**src/rtl/multiplier_nbit_seq.sv**
```systemverilog
// Sequential signed add-shift multiplier: M (latched from S) times B, product left in A:B.
// The last partial product is subtracted so that B is treated as a two's-complement multiplier.
module multiplier_nbit_seq #(
  parameter int WIDTH = 8
) (
  input  logic             Clk,
  input  logic             Reset,
  input  logic             Run,
  input  logic             ClearA_LoadB,
  input  logic [WIDTH-1:0] S,
  output logic [WIDTH-1:0] Aval,
  output logic [WIDTH-1:0] Bval,
  output logic             X,
  output logic             Busy,
  output logic             Done
);

  localparam int CW = $clog2(WIDTH);
  localparam logic [CW-1:0] LAST = CW'(WIDTH - 1);

  typedef enum logic [1:0] {IDLE, ADD, SHIFT, DONE} state_t;

  state_t           r_state;
  state_t           w_next;
  logic [WIDTH-1:0] r_a;
  logic [WIDTH-1:0] r_b;
  logic [WIDTH-1:0] r_m;
  logic             r_x;
  logic [CW-1:0]    r_cnt;

  logic [WIDTH:0]   w_a_ext;
  logic [WIDTH:0]   w_m_ext;
  logic [WIDTH:0]   w_sum;

  assign w_a_ext = {r_a[WIDTH-1], r_a};
  assign w_m_ext = {r_m[WIDTH-1], r_m};
  assign w_sum   = (r_cnt == LAST) ? (w_a_ext - w_m_ext) : (w_a_ext + w_m_ext);

  // NOTE: sequential state uses non-blocking assignments so every register samples pre-edge values.
  always_ff @(posedge Clk) begin
    if (Reset) r_state <= IDLE;
    else       r_state <= w_next;
  end

  // NOTE: w_next gets a default first so no path through the case leaves it unassigned (no latch).
  always_comb begin
    w_next = r_state;
    case (r_state)
      IDLE:    if (!ClearA_LoadB && Run) w_next = ADD;
      ADD:     w_next = SHIFT;
      SHIFT:   if (r_cnt == LAST) w_next = DONE;
               else               w_next = ADD;
      DONE:    if (!ClearA_LoadB && !Run) w_next = IDLE;
      default: w_next = IDLE;
    endcase
  end

  always_ff @(posedge Clk) begin
    if (Reset) begin
      r_a   <= '0;
      r_b   <= '0;
      r_m   <= '0;
      r_x   <= 1'b0;
      r_cnt <= '0;
    end else begin
      case (r_state)
        IDLE: begin
          if (ClearA_LoadB) begin
            r_a <= '0;
            r_x <= 1'b0;
            r_b <= S;
          end else if (Run) begin
            // B is left alone so the previous low half chains in as the new multiplier.
            r_a   <= '0;
            r_x   <= 1'b0;
            r_m   <= S;
            r_cnt <= '0;
          end
        end
        ADD: begin
          if (r_b[0]) {r_x, r_a} <= w_sum;
        end
        SHIFT: begin
          r_a <= {r_x, r_a[WIDTH-1:1]};
          r_b <= {r_a[0], r_b[WIDTH-1:1]};
          if (r_cnt != LAST) r_cnt <= r_cnt + 1'b1;
        end
        DONE: begin
          if (ClearA_LoadB) begin
            r_a <= '0;
            r_x <= 1'b0;
            r_b <= S;
          end
        end
        default: ;
      endcase
    end
  end

  assign Aval = r_a;
  assign Bval = r_b;
  assign X    = r_x;
  assign Busy = (r_state == ADD) || (r_state == SHIFT);
  assign Done = (r_state == DONE);

endmodule

```
**config.mk**
```make
export PLATFORM = sky130hd
export DESIGN_NAME = multiplier_nbit_seq
export DESIGN_NICKNAME = d
export VERILOG_FILES = /design/src/rtl/multiplier_nbit_seq.sv
export SDC_FILE = /design/constraint.sdc
export NUM_CORES = 1
export LEC_CHECK = 0
export BUFFER_PORTS_ARGS = -buffer_cell sky130_fd_sc_hd__buf_2
export CAP_MARGIN = 10
export CELL_PAD_IN_SITES_DETAIL_PLACEMENT = 1
export CELL_PAD_IN_SITES_GLOBAL_PLACEMENT = 1
export CORE_MARGIN = 5
export CORE_UTILIZATION = 35
export CTS_BUF_LIST = sky130_fd_sc_hd__clkbuf_8
export CTS_CLUSTER_DIAMETER = 30
export DETAILED_ROUTE_END_ITERATION = 10
export PLACE_DENSITY_LB_ADDON = 0.08
export SLEW_MARGIN = 20
export SYNTH_ARGS = -nofsm -noshare
export SYNTH_HDL_FRONTEND = slang
export SYNTH_SLANG_ARGS = --single-unit
```
**constraint.sdc**
```tcl
create_clock -name Clk -period 2.5 [get_ports Clk]
set_input_delay 0.5 -clock Clk [delete_from_list [all_inputs] [get_ports Clk]]
set_output_delay 0.5 -clock Clk [all_outputs]
set_load 0.005 [all_outputs]
```
==> impl_metrics.py <==
metrics = {
    "outcome": {
        "status": "completed",
    },
    "global_routing": {
        "grt_usage_pct": 15.8,
        "overflow": 0,
        "grt_start_max_net_pins": 33,
        "grt_pass1_wl_um": 8890,
        "antenna_found_initial": 0,
        "grt_pass1_vias": 1782,
    },
    "synthesis": {
        "synth_cells": 230,
        "yosys_register_bits": 30,
        "synth-edff-count": 0,
        "synthTopCellsByArea": "dfxtp_1 (31%), ha_1 (9.7%), mux2i_1 (9.3%)",
        "ys_types": 44,
        "seq_area_frac_synth_pct": 31.0,
        "yosysTopAreaCell": "dfxtp_1",
        "yosysTopAreaCellShare_pct": 31.0,
        "synth-async-reset-ratio_pct": 0,
        "synth_ff_type": "dfxtp_1",
        "yosysWarnings": 0,
        "syn_area_um2": 1940,
        "synth_nets": 258,
        "avgSynthCellArea_um2": 8.43,
    },
    "finish": {
        "diodes": 0,
        "final_util_pct": 43.2,
        "final_cell_mix": "buf_2 (30), dfxtp_1 (29), nor2_1 (27)",
        "layout.nets": 295,
        "areaGrowthSynthToFinish_pct": 21.2,
        "final_common_cell": "buf_2",
        "layout-drive-gt1-share_pct": 22.8,
        "final_area_um2": 2350,
        "fillers": 688,
    },
    "routing": {
        "vias_per_cell": 5.27,
        "ant_nets": 0,
        "drtIter0Drc": 47,
        "num_vias": 1785,
        "routed-wl-met3_um": 137,
        "drt-met1-wl_um": 2720,
        "wl_um": 5570,
        "route.detailed.drc": 0,
        "first_pass_iters": 4,
        "highest_layer": "met4",
        "wl_per_cell_um": 16.4,
        "met2_length_um": 2640,
    },
    "clock_network": {
        "cts_buffers": 5,
        "clkSinkCount": 30,
        "clk_latency_ps": 290,
        "clockBufferDepth": 2,
        "cts_tree": "yes",
        "ctsHoldBuffers": 0,
        "clock-root-buffer": "clkbuf_8",
        "clk_pin_slew_ps": 70,
        "htreeDepth": 2,
    },
    "place": {
        "io_buffers": 30,
        "hpwlAfterDp_um": 4140,
        "gp_congestion": 0.792,
        "postPlaceCellArea_um2": 2210,
    },
    "floorplan": {
        "start_util_pct": 35.7,
        "core_um2": 5440,
        "die_w_um": 84.4,
        "die_area_um2": 7130,
        "placementRows": 27,
        "die_y_um": 84.4,
        "ios": 31,
    },
    "critical_path": {
        "cp_slowest_stage_delay_ps": 380,
        "cp.required_ps": 2700,
        "worstSetupEndpointType": "flip-flop",
        "worstPathMaxFanout": 6,
        "cpLargestDelayFamily": "compound AO/OA/AOI/OAI gates",
        "crit_type": "flip-flop to flip-flop",
        "worstPathArrival_ps": 2560,
        "crit_path_start_kind": "flip-flop",
        "path_buf_inv": 0,
        "slowest_stage": "fa_2",
        "path_cells": "ha_1, ha_4, mux2i_4, fa_2, a211oi_2, o21ai_1, a31oi_1, xor2_1, o41ai_2",
    },
    "power": {
        "p_per_area_nw_per_um2": 877,
        "leakage_nw": 0.998,
        "max-vdd-ir-drop_uv": 448,
        "power_mw": 2.06,
    },
    "timing": {
        "fmax_mhz": 423,
        "maxSlewHeadroom_pct": 63.8,
        "finalSetupViolations": 0,
        "slew_violations": 0,
        "tightest_slew_ps": 541,
        "finClkSkew_ps": 8.72,
        "finalCritPeriodShare_pct": 94.6,
        "finalHoldViolations": 0,
        "rsz0062_at_grt": "yes",
        "fin_crit_ps": 2370,
    },
    "min_path": {
        "hold_class": "input port to flip-flop",
    },
    "flow_run": {
        "maxCapViolCount": 0,
    },
}
## routing by layer
metal	up-vias	GRT usage (%)
li1	899	-
met1	860	21.0
met2	18	25.9
met3	8	2.65
met4	0	5.61
met5	-	0
## layout make-up
cell class,count,area (um2),share of cell area [%]
multi-input cells,177,1300,55.4
flip-flops and latches,30,602,25.6
repair buffers,41,233,9.90
well taps,72,90.1,3.83
clock buffers,5,68.8,2.93
inverters,12,45.0,1.92
clock inverters,2,10.0,0.426
## sequential cells by signal, indices dropped and copies added (netlist names)
register  count
Aval          8
Bval          8
X             1
r_cnt         3
r_m           8
r_state       2
## tightest hold or removal path, delay by kind of cell
kind / cells / cell delay, ps
buf+inv: 1 / 90
simple gates: 1 / 70
mux: 1 / 60
## report_power, final
| part | switching (mW) | internal [mW] | leakage [nW] |
|---|---|---|---|
| combinational | 0.572 | 0.468 | 0.709 |
| clock | 0.205 | 0.187 | 0.0438 |
| sequential | 0.0768 | 0.552 | 0.245 |
| total | 0.854 | 1.21 | 0.998 |
## cells by family (layout without fill, tap and decap cells)
family                   count (synthesis)  after routing  share of synthesized area (%)
AND/OR/NAND/NOR                         74             74                           19.3
buffers and inverters                   23             60                           4.52
XOR/XNOR                                10             10                           4.52
multiplexers                            19             19                           9.87
adder cells (fa/ha/maj)                 16             16                           10.7
flip-flops                              30             30                           31.0
AO/OA/AOI/OAI                           58             58                           20.1
## cells in the mapped netlist, types with 8 or more instances
cell and count:
a21oi_1 15, ha_1 15, clkbuf_1 9, nand2_1 12, o21ai_0 8, nand3_1 8, xnor2_1 8, mux2i_1 18
dfxtp_1 30, a211oi_1 11, nor2_1 28, inv_1 12
## metrics by stage
| stage | setup slack, ps | setup TNS [ps] | hold slack, ps | cells |
|---|---|---|---|---|
| floorplan | 52.5 | 0 | 450 | 230 |
| global placement | 76.3 | 0 | 467 | 330 |
| detailed placement | 46.8 | 0 | 467 | 330 |
| CTS | 65.3 | 0 | 455 | 338 |
| global route | -15.9 | -15.9 | 488 | 339 |
| finish | 134 | 0 | 466 | 339 |
## what timing repair did
| item | 4_1_cts | 5_1_grt |
|---|---|---|
| setup endpoints to repair | 1 | 5 |
| gates resized for setup | 1 | 11 |
| setup buffers | 1 | 1 |
| pin swaps | 1 | 4 |
| cloned | 0 | 0 |
## final timing paths
check                         from                     to  slack [ps]  depth (start not counted)
max          r_cnt[0]$_SDFFE_PP0P_         X$_SDFFE_PP0P_         130                          9
min                           S[4]    r_m[4]$_SDFFE_PP0P_         470                          3
max reg2reg  r_cnt[0]$_SDFFE_PP0P_         X$_SDFFE_PP0P_         130                          9
min reg2reg  r_cnt[1]$_SDFFE_PP0P_  r_cnt[1]$_SDFFE_PP0P_         480                          2
(Power assumes the default switching activity.)
